File: src/rtl/time_count_param.sv
// time_count_param: prescaled elapsed-unit counter, saturating or wrapping; lap capture under TIME_COUNT_LAP_EN
module time_count_param #(
  parameter int TICKS_PER_UNIT = 4,
  parameter int UNIT_W = 4,
  parameter int MAX_UNITS = 15,
  parameter bit WRAP = 1'b0,
  localparam int SUB_W = ($clog2(TICKS_PER_UNIT) > 1) ? $clog2(TICKS_PER_UNIT) : 1
) (
  input  logic              clk,
  input  logic              R_n,
  input  logic              clr,
  input  logic              run,
  input  logic              tick,
  input  logic [UNIT_W-1:0] thresh,
  output logic [UNIT_W-1:0] time_units,
  output logic [SUB_W-1:0]  sub_count,
  output logic              tc,
  output logic              match_p,
`ifdef TIME_COUNT_LAP_EN
  input  logic              lap,
  output logic [UNIT_W-1:0] lap_units,
`endif
  output logic              wrap_p
);
  logic [UNIT_W-1:0] units_q, units_d, units_inc;
  logic [SUB_W-1:0]  sub_q, sub_d;
  logic              match_q, match_d, wrap_q, wrap_d, cnt, sub_last;
  assign units_inc = units_q + 1'b1;
  assign sub_last  = sub_q == SUB_W'(TICKS_PER_UNIT - 1);
  assign tc        = sub_last && (units_q == UNIT_W'(MAX_UNITS));
  assign cnt       = tick & run & ~clr;
  // At terminal count a saturating counter simply falls through to hold
  always_comb begin
    units_d = units_q;
    sub_d   = sub_q;
    match_d = 1'b0;
    wrap_d  = 1'b0;
    if (clr) begin
      units_d = '0;
      sub_d   = '0;
    end else if (cnt && !sub_last) begin
      sub_d = sub_q + 1'b1;
    end else if (cnt && !tc) begin
      sub_d   = '0;
      units_d = units_inc;
      match_d = units_inc == thresh;
    end else if (cnt && WRAP) begin
      units_d = '0;
      sub_d   = '0;
      wrap_d  = 1'b1;
      match_d = thresh == '0;
    end
  end
  always_ff @(posedge clk or negedge R_n) begin
    if (!R_n) begin
      units_q <= '0;
      sub_q   <= '0;
      match_q <= 1'b0;
      wrap_q  <= 1'b0;
    end else begin
      units_q <= units_d;
      sub_q   <= sub_d;
      match_q <= match_d;
      wrap_q  <= wrap_d;
    end
  end
`ifdef TIME_COUNT_LAP_EN
  logic [UNIT_W-1:0] lap_q;
  always_ff @(posedge clk or negedge R_n) begin
    if (!R_n) lap_q <= '0;
    else if (lap) lap_q <= units_q;
  end
  assign lap_units = lap_q;
`endif
  assign time_units = units_q;
  assign sub_count  = sub_q;
  assign match_p    = match_q;
  assign wrap_p     = WRAP && wrap_q;
endmodule

File: config.mk
export PLATFORM = sky130hd
export DESIGN_NAME = time_count_param
export DESIGN_NICKNAME = d
export VERILOG_FILES = /design/src/rtl/time_count_param.sv
export SDC_FILE = /design/constraint.sdc
export NUM_CORES = 1
export LEC_CHECK = 0
export ABC_AREA = 1
export CORE_AREA = 3 3 40 42
export CTS_CLUSTER_DIAMETER = 200
export DETAILED_ROUTE_END_ITERATION = 8
export DIE_AREA = 0 0 43 45
export MAX_ROUTING_LAYER = met4
export PLACE_DENSITY = 0.68
export SYNTH_ARGS = -nofsm -noshare
export SYNTH_HDL_FRONTEND = slang
export SYNTH_SLANG_ARGS = --single-unit
export TNS_END_PERCENT = 1
File: constraint.sdc
create_clock -name clk -period 2.4 [get_ports clk]
set_input_delay 0.36 -clock clk [delete_from_list [all_inputs] [get_ports clk]]
set_output_delay 0.36 -clock clk [all_outputs]
set_load 0.01 [all_outputs]
# Yosys cells after proc, flatten, opt, wreduce, memory -nomap -nowiden
# Index checks and enable logic that the tools add are counted.
word_totals:
  reg_bits: 7
  input_bits: 9
  out_inout_bits: 9
  word_cells: 29
op_classes:
  addsub: 2
  n_eq_ne: 4
  muxes: 9
  bitwise_logic: 3
  n_reduce_logical: 8
op_table:
  columns: ["op", "n"]
  rows:
  - ["$mux 4", 3]
  - ["$mux 2", 3]
  - ["$add 4x1->4 const B", 1]
  - ["$eq 4x4->1", 1]
  - ["$eq 4x4->1 const B", 1]
  - ["$logic_and 1x1->1", 3]
  - ["$mux 1", 3]
  - ["$reduce_bool 3->1", 1]
  - ["$add 2x1->2 const B", 1]
  - ["$and 1x1->1", 2]
  - ["$eq 2x2->1 const B", 1]
  - ["$logic_not 1->1", 2]
  - ["$ne 2x2->1 const B", 1]
  - ["$reduce_and 2->1", 1]
  - ["$reduce_bool 2->1", 1]
  - ["$not 1->1", 1]

# Logic depth before layout (Yosys ltp)
logic_depth:
  word_depth: 7
  depth_mapped: 9
  mapped_depth_nobuf: 9

# Worst setup path after synthesis
# Ideal clock, no wire load.
synth_timing:
  path_type: "register to register"
  start: "reg units_q[0] (netlist: time_units[0])"
  end: "reg units_q[2] (netlist: time_units[2])"
  setup_time_ns: 0.116
  arrival_ns: 1.174
  t_required_ns: 2.284
  slack_ns: 1.110
  path_stages_with_launch: 8
  path_buffers: 0
  period_less_slack_ns: 1.290
  cell_sequence: "dfrtp_1 ha_1 nand2_2 nor2_4 o21bai_4 nand2_4 nand2_1 nand2_1"
synth_between:
  elab_chain_len: 6
  elab_cells_between_ends: 10
  cone_classes: "add/sub: 1; eq/ne: 1; mux: 3; reduce/logical: 5"
synth_rtl:
  columns: ["element", "line_no", "text"]
  rows:
  - ["start, declared", "25", "logic [UNIT_W-1:0] units_q, units_d, units_inc;"]
  - ["start signal, assigned", "61", "units_q <= units_d;"]
  - ["$eq 4x4->1", "30", "assign tc = sub_last && (units_q == UNIT_W'(MAX_UNITS));"]
  - ["$logic_and 1x1->1", "30", null]
  - ["via tc", "17", "output logic tc,"]
  - ["$logic_not 1->1", "43", "end else if (cnt && !tc) begin"]
  - ["$logic_and 1x1->1", "43", null]
  - ["$reduce_bool 2->1 (no source line)", null, null]
  - ["$reduce_and 2->1 (no source line)", null, null]
# The timed path passes the listed nets, and every way through them passes these cells. The select of a mux whose other input is x is not followed.
# A chain may end at the register's enable or synchronous reset.

# Final worst setup path
layout_timing:
  start: "reg units_q[0] (netlist: time_units[0])"
  end: "out tc"
layout_between:
  elab_chain_len: 2
layout_rtl:
  columns: ["element", "line_no"]
  rows:
  - ["$eq 4x4->1", "30"]
  - ["$logic_and 1x1->1", "30"]
  - ["end, declared", "17"]
# No other way between the ends.

==> results.ini <==
[synthesis]
synthesis.area_um2 = 483
yosys.area.top_type = dfrtp_1
synthTopCellsByArea = dfrtp_1 36%, nand2_1 20%, inv_1 7.8%
ys_ff_latch = 7
synth_warnings = 0
synth_fp_nets = 77
syn_area_per_cell_um2 = 7.32
postSynthCellCount = 66
yosys.area.top_type_share_pct = 36.3
seq_area_frac_synth_pct = 36.3
synth.distinct_cells = 19

[cells_and_area]
instances_no_fill = 100
areaGrowthSynthToFinish_pct = 40.9
layout-drive-gt1-share_pct = 11.8
layout.nets = 97
antennaDiodeCount = 0

[clock_network]
clock_sinks = 7
clk_pin_slew_ns = 0.05
hold_buffers = 0
clock_latency_ns = 0.24
htreeDepth = 1
clockBufferDepth = 2
cts_resized = 0
numCtsBuffers = 3
cts_tree = yes
post_cts_buffers = 0
cts_root_buf = clkbuf_4

[status]
outcome = completed

[power_and_ir_drop]
finalPower_mw = 0.322
p_switching_mw = 0.0835
powerDensity_nw_per_um2 = 474
p_sw_share_pct = 25.9
vdd_drop_max_v = 0.000264
p_clk_share_pct = 31.2
pwr-share-comb_pct = 25.4
power.internal_mw = 0.239
leakage_nw = 0.337
pwr-share-seq_pct = 43.4

[grt]
grt_overflow_total = 0
track_usage_pct = 11.4
grt_pass1_wl_um = 1570
grt_max_degree = 8
antenna_found_initial = 0
grt_pass1_vias = 397

[detailed_routing]
drtIter0Drc = 3
vias_per_cell = 4.49
drc = 0
vias = 449
wire_per_inst_um = 9.73
firstDrtPassIters = 3
finalWirelength_um = 973
ant_nets = 0

[setup_path]
path_cells = ha_1 -> nand2_2 -> nor2_4 -> clkdlybuf4s50_1
required_ns = 2.04
path_max_fanout = 7
cp-start-kind = flip-flop
crit_buf_inv = 1
slowest_delay_ns = 0.54
worst-setup-path-type = flip-flop to output pin
critPathCaptureType = output pin
slowest_stage = clkdlybuf4s50_1
crit_family = buffers and inverters
arrival_ns = 1.71
reg2reg_setup_slack_ns = 0.98

[timing]
skew_ns = 0.00242
rsz0062_at_grt = no
final-hold-violation-count = 0
fin_crit_ns = 2.07
post-route-period-util_pct = 86.4
max_freq_ghz = 0.483
maxSlewViolCount = 0
whs_ns = 0.377
setup_viol = 0
fin_tns_setup_ns = 0

[job]
maxCapViolCount = 0

[floorplanning]
io-pin-count = 18
fp.dieH_um = 45
die_x_um = 43
core-area_um2 = 1280
floorplan.initialDensity_pct = 37.6
num_rows = 13
die-area_um2 = 1940

[hold_path]
hp-class = input pin to asynchronous set/reset pin

[placed_design]
gp_congestion = 0.802
dp_cells = 96
hpwlAfterDp_um = 819
port_buffers = 16

==> metal layers <==
metal | global-route usage (%) | vias to the layer above | wire, µm
li1 | - | 238 | -
met1 | 13.6 | 198 | 454
met5 | - | - | 0
met2 | 16.8 | 11 | 452
met3 | 3.59 | 2 | 49
met4 | 7.23 | 0 | 16
==> cell usage in the layout, fill, tap and decap left out, types with 2 or more instances in the layout <==
cell type,instances
a21oi_1,2
clkbuf_4,3
clkdlybuf4s50_1,16
dfrtp_1,7
ha_1,2
inv_1,10
nand2_1,26
nand2_2,2
nand3_1,4
nor2_1,2
==> stage by stage <==
stage                     cell area, µm²  worst slack, ns  util [%]
after global routing                 681            0.235      53.0
after floorplan                      483             1.11         -
final                                681            0.327      53.0
after CTS                            681            0.305      53.0
after detailed placement             654            0.581      50.9
after global placement               654            0.633      50.9
==> Yosys cell counts <==
| master | instances |
|---|---|
| nand4_1 | 1 |
| nand3_1 | 4 |
| nor2_1 | 2 |
| dfrtp_1 | 7 |
| nor2_2 | 1 |
| nand2_2 | 2 |
| conb_1 | 1 |
| xnor2_1 | 1 |
| o21bai_4 | 1 |
| buf_4 | 1 |
| nand2_4 | 1 |
| o21ai_1 | 1 |
| ha_1 | 2 |
| a21oi_1 | 2 |
| nand2_1 | 26 |
| or2_1 | 1 |
| nor2_4 | 1 |
| inv_1 | 10 |
| o211ai_2 | 1 |
==> power groups by stage <==
stage / clock network [mW] / registers [mW] / logic [mW]
finish: 0.101 / 0.140 / 0.0818
detailed placement: 0 / 0.142 / 0.0829
global placement: 0 / 0.142 / 0.0811
global route: 0.110 / 0.141 / 0.0889
floorplan: 0 / 0.147 / 0.0330
CTS: 0.106 / 0.140 / 0.0832
==> area by class of cell <==
class	count	area (µm²)
repair buffers	16	160
inverters	10	37.5
well taps	15	18.8
fillers	124	604
multi-input cells	48	263
clock buffers	4	26.3
flip-flops and latches	7	175
==> sequential cells by signal, summed over array words and instances (netlist names) <==
signal / flops
time_units: 4
sub_count: 2
match_p: 1
==> path summary, 6_finish.rpt <==
| check | from | end | cells past startpoint |
|---|---|---|---|
| worst max register to register | time_units[0] | match_p | 6 |
| worst min register to register | sub_count[0] | sub_count[0] | 1 |
| worst min-delay path | R_n | time_units[2] | 1 |
| max in group asynchronous | R_n | time_units[3] | 1 |
| min in group clk | sub_count[0] | sub_count[0] | 1 |
| worst max-delay path | time_units[0] | tc | 4 |
==> kinds of logic after synthesis <==
group,share of synthesized area [%]
flip-flops,36.3
AO/OA/AOI/OAI,9.58
adder cells (fa/ha/maj),5.18
buffers and inverters,9.33
XOR/XNOR,1.81
other,0.776
AND/OR/NAND/NOR,37.0
Power figures use the tool's default switching activity.
==> variant 1, RTL diff (same flow settings) <==
Change the parameter `WRAP` from 1'b0 to 1'b1.
--- a/src/rtl/time_count_param.sv
+++ b/src/rtl/time_count_param.sv
@@ -4,5 +4,5 @@
   parameter int UNIT_W = 4,
   parameter int MAX_UNITS = 15,
-  parameter bit WRAP = 1'b0,
+  parameter bit WRAP = 1'b1,
   localparam int SUB_W = ($clog2(TICKS_PER_UNIT) > 1) ? $clog2(TICKS_PER_UNIT) : 1
 ) (
Behaviour: same outputs for any inputs over 10 cycles, from zero or initial values; that may be too few to reach the edited logic, so the function may still have changed.
==> variant 1 against the original RTL <==
  * Synthesized area rose by 9.8%
  * Routed wire length up 28%
  * Die area unchanged
  * Fmax fell by 3.5%
  * Global-route usage grew 4.9 points
  * Hold slack better by 0.0017 ns
  * Final area up 9.0%
  * Total power fell by 6.9%
  * Utilization grew 4.8 points
  * Worst setup slack got worse by 0.074 ns
  * Sequential cell count rose by 1
  * Non-clock buffer count increased by 1
  * Highest routed layer unchanged
==> variant 1: results (changes against the original RTL) <==
metric;value;unit;change
Pleak;0.353;nW;+4.6%
gr usage total;16.3;%;+4.9 points
maxcap violations;0;;unchanged
Clock transition at path regs;0.06;ns;
Worst Path Arrival;1.79;ns;+0.08 ns
clock tree buffer depth;2;;unchanged
crit-path max FO;7;;unchanged
status;finished, final reports clean;;
GPL Wtd Cong;0.769;;-4.2%
Top Family by Delay on Critical Path;buffers and inverters;;
Starting DRT DRC Count;7;;+4
pre-CTS setup slack;0.546;ns;-0.0358 ns
number of global-route vias before repair;536;;+35%
n_diodes;0;;unchanged
port buffer count;17;;+1
skew final;0.00481;ns;+0.00239 ns
sequential-to-total area share from yosys stat;37.7;%;+1.5 points
actual slew at the worst max-slew pin;0.365;ns;
Worst path slowest cell;clkdlybuf4s50_1;;
Final Net Count;103;;+6.2%
drt first pass iters;4;;+1
Resized cells post-CTS;0;;unchanged
Unique masters post-synth;18;;-1
clock network power share;35.0;%;+3.8 points
top cells by instance count after synthesis;nand2_1 (13), inv_1 (12), dfrtp_1 (8);;
Filler cells;116;;-6.5%
# Post-CTS Setup Buffers;0;;unchanged
share of layout cells above drive strength 1;18.9;%;+7.1 points
Area contributors post-synth;dfrtp_1 (38%), nand2_1 (9.2%), inv_1 (8.5%), nand2_2 (7.1%), nand3_1 (6.6%);;
Via-to-Cell Ratio;5.02;;+12%
top_reg_cell synth;dfrtp_1;;
worst skew pair latency;0.26;ns;+0.02 ns
P_sw;0.0781;mW;-6.5%
hpwl dp;1.03;mm;+26%
CTS root buf;clkbuf_4;;
Comb group;0.0532;mW;-35%
syn_nets;81;;+5.2%
Hold Path Class;in -> async;;
Sw Share;26.0;%;+0.11 points
CP peak stage delay;0.58;ns;+0.04 ns
first-pass GRT wire length;2.14;mm;+37%
Peak supply drop;0.283;mV;+7.0%
detailed-route wire length;1.24;mm;+28%
Inserted Clock Buffers;3;;unchanged
largest net degree at the start of global routing;9;;+1
Startpoint Class;register;;
antenna violations before repair;0;;unchanged
variant 1: cell types whose count changed after synthesis, moves of 2 or more:
cell     unedited run  this run
nand2_1            26        13
inv_2               0         3
nand3_1             4         7
o22ai_1             0         3
nand4_1             1         3
nand2_2             2         6
nor2_1              2         4
inv_1              10        12
a21oi_1             2         0
variant 1: cell type report:
type / instances / area share, %
tap: 15 / 2.53
inverter: 16 / 8.09
sequential: 8 / 27.0
clock buffer: 3 / 3.04
timing repair buffer: 17 / 22.9
multi-input combinational: 46 / 36.4
variant 1: final timing paths:
path / end / slack [ns] / cells past startpoint
max in group asynchronous: time_units[2]$_DFFE_PN0P_ / 1.75 / 1
min: wrap_p$_DFF_PN0_ / 0.38 / 1
min reg2reg: sub_count[0]$_DFFE_PN0P_ / 0.52 / 1
max: tc / 0.25 / 4
max reg2reg: match_p$_DFF_PN0_ / 0.96 / 9
min in group clk: sub_count[0]$_DFFE_PN0P_ / 0.52 / 1
variant 1: through the flow:
step           hold slack [ns]  area, um^2  cells
6_report                 0.379         742    105
3_5_place_dp             0.512         719    102
3_3_place_gp             0.507         719    102
5_1_grt                  0.394         742    105
2_1_floorplan           0.0644         531     70
4_1_cts                  0.387         742    105
variant 1: layer usage:
metal	share of wire, %	up-vias	track usage (%)
met5	0	-	-
met3	5.5	5	4.78
met2	52	17	29.0
met1	40	235	15.9
met4	2.2	0	9.04
li1	-	270	-
variant 1: kinds of logic after synthesis:
group           Yosys count  synth area share, %
buf+inv                  16                 11.3
simple gates             37                 36.8
fa+ha+maj                 2                 4.72
compound gates            7                 9.43
flops                     8                 37.7
==> variant 2, RTL diff (same flow settings) <==
Made on the original files. Remove the register `match_q`: a continuous assignment takes its place, so the output `match_p` follows one clock earlier.
--- a/src/rtl/time_count_param.sv
+++ b/src/rtl/time_count_param.sv
@@ -56,13 +56,13 @@
       units_q <= '0;
       sub_q   <= '0;
-      match_q <= 1'b0;
       wrap_q  <= 1'b0;
     end else begin
       units_q <= units_d;
       sub_q   <= sub_d;
-      match_q <= match_d;
       wrap_q  <= wrap_d;
     end
   end
+
+  assign match_q = match_d;
 `ifdef TIME_COUNT_LAP_EN
   logic [UNIT_W-1:0] lap_q;
Behaviour: not the same (Yosys sat finds a counterexample within 4 cycles, from zero or initial values).
==> variant 2 against the original RTL <==
  * Routed wire length down 11%
  * Hold slack got worse by 0.030 ns
  * Sequential cell count is 1 lower
  * Synthesized area shrank 5.4%
  * Final area is 0.74% lower
  * Worst setup slack better by 0.063 ns
  * Clock skew increased by 0.0051 ns
  * First-iteration DRC count grew to 2.7 times the old value
Power is not compared: it rests on default switching activity, and its combinational part moved more than twofold at a synthesized area within 25%.
==> variant 2: results (changes against the original RTL) <==
metric;value;unit;change
capture point of the worst reg-to-reg path;time_units[0]$_DFFE_PN0P_;;
Compound-Gate Fraction of Synth Area;1.10;%;-8.5 points
Starting DRT DRC Count;8;;+5
Unique masters post-synth;17;;-2
adder-cell area share of the yosys netlist;5.48;%;+0.30 points
skew final;0.00753;ns;+0.00511 ns
CTS root buf;clkbuf_4;;
Final Net Count;103;;+6.2%
sequential-to-total area share from yosys stat;32.9;%;-3.4 points
vias;453;;+0.89%
area of placed instances;651;um^2;-0.57%
hpwl dp;763;um;-6.8%
Resized cells post-CTS;0;;unchanged
syn_nets;80;;+3.9%
multiplexer share of the synthesized area;0;%;unchanged
Worst Path Arrival;1.65;ns;-0.06 ns
gr usage total;11.0;%;-0.42 points
FF-to-FF path depth;6;;unchanged
Post-Syn Area per Cell;6.62;um^2;-9.6%
XOR/XNOR Fraction of Synth Area;1.92;%;+0.10 points
Hold Worst Slack;0.347;ns;-0.0299 ns
Area contributors post-synth;dfrtp_1 (33%), nand2_1 (21%), nand3_1 (9.9%), inv_1 (9.9%), ha_1 (5.5%);;
R2R Setup Slk;1.13;ns;+0.15 ns
crit-path max FO;5;;-2
first-pass GRT wire length;1.53;mm;-2.2%
status;finished, final reports clean;;
final worst path period share;83.7;%;-2.6 points
pre-CTS setup slack;0.152;ns;-0.430 ns
non-filler cells, final;105;;+5.0%
share of layout cells above drive strength 1;15.6;%;+3.8 points
top cells by instance count after synthesis;nand2_1 (25), inv_1 (12), nand3_1 (9);;
number of global-route vias before repair;391;;-1.5%
detailed-route wire length;865;um;-11%
worst r2r src;time_units[1]$_DFFE_PN0P_;;
variant 2: cell count changes after synthesis, moves of 2 or more:
cell	delta
nand3_1	+5
a21oi_1	-2
inv_1	+2
inv_2	+2
nand3_2	+2
variant 2: worst max path at each step:
stage / start / to / depth (start not counted)
after floorplan: time_units[0]$_DFFE_PN0P_ / match_p / 6
after global routing: time_units[1]$_DFFE_PN0P_ / tc / 4
after detailed placement: run / match_p / 8
final: time_units[1]$_DFFE_PN0P_ / tc / 4
after CTS: time_units[1]$_DFFE_PN0P_ / match_p / 7
after global placement: run / match_p / 8
variant 2: layer usage:
layer  track usage (%)  vias to the layer above  part of all wire [%]
li1                  -                      256                     -
met1              13.9                      189                    48
met2              15.9                        8                    46
met3              5.98                        0                   5.8
met4              1.81                        0                     0
met5                 -                        -                     0
variant 2: logic make-up after synthesis:
kind of cell / after synthesis
adders and majority gates: 2
other: 1
buffers and inverters: 15
xor gates and xnor gates: 1
DFF: 6
and+or+nand+nor: 43
AOI/OAI and AO/OA: 1
variant 2: area by class of cell:
class                   instances  area, um^2
fillers                       131         609
repair buffers                 19         185
flip-flops and latches          6         150
well taps                      15        18.8
inverters                      14        52.6
multi-input cells              48         246
clock buffers                   3        22.5
variant 2: worst max-delay path, delay by kind of cell, from the launching register on:
family	cells	cell delay (ns)
adder cells (fa/ha/maj)	1	0.24
flip-flops	1	0.40
AND/OR/NAND/NOR	2	0.23
buffers and inverters	1	0.54
variant 2: power by group:
group	internal, mW	switching (mW)	total, mW	leakage, nW
clock network	0.0564	0.0346	0.0910	0.0138
registers	0.104	0.00198	0.106	0.0830
logic	0.0207	0.0154	0.0361	0.272
total	0.181	0.0520	0.233	0.369
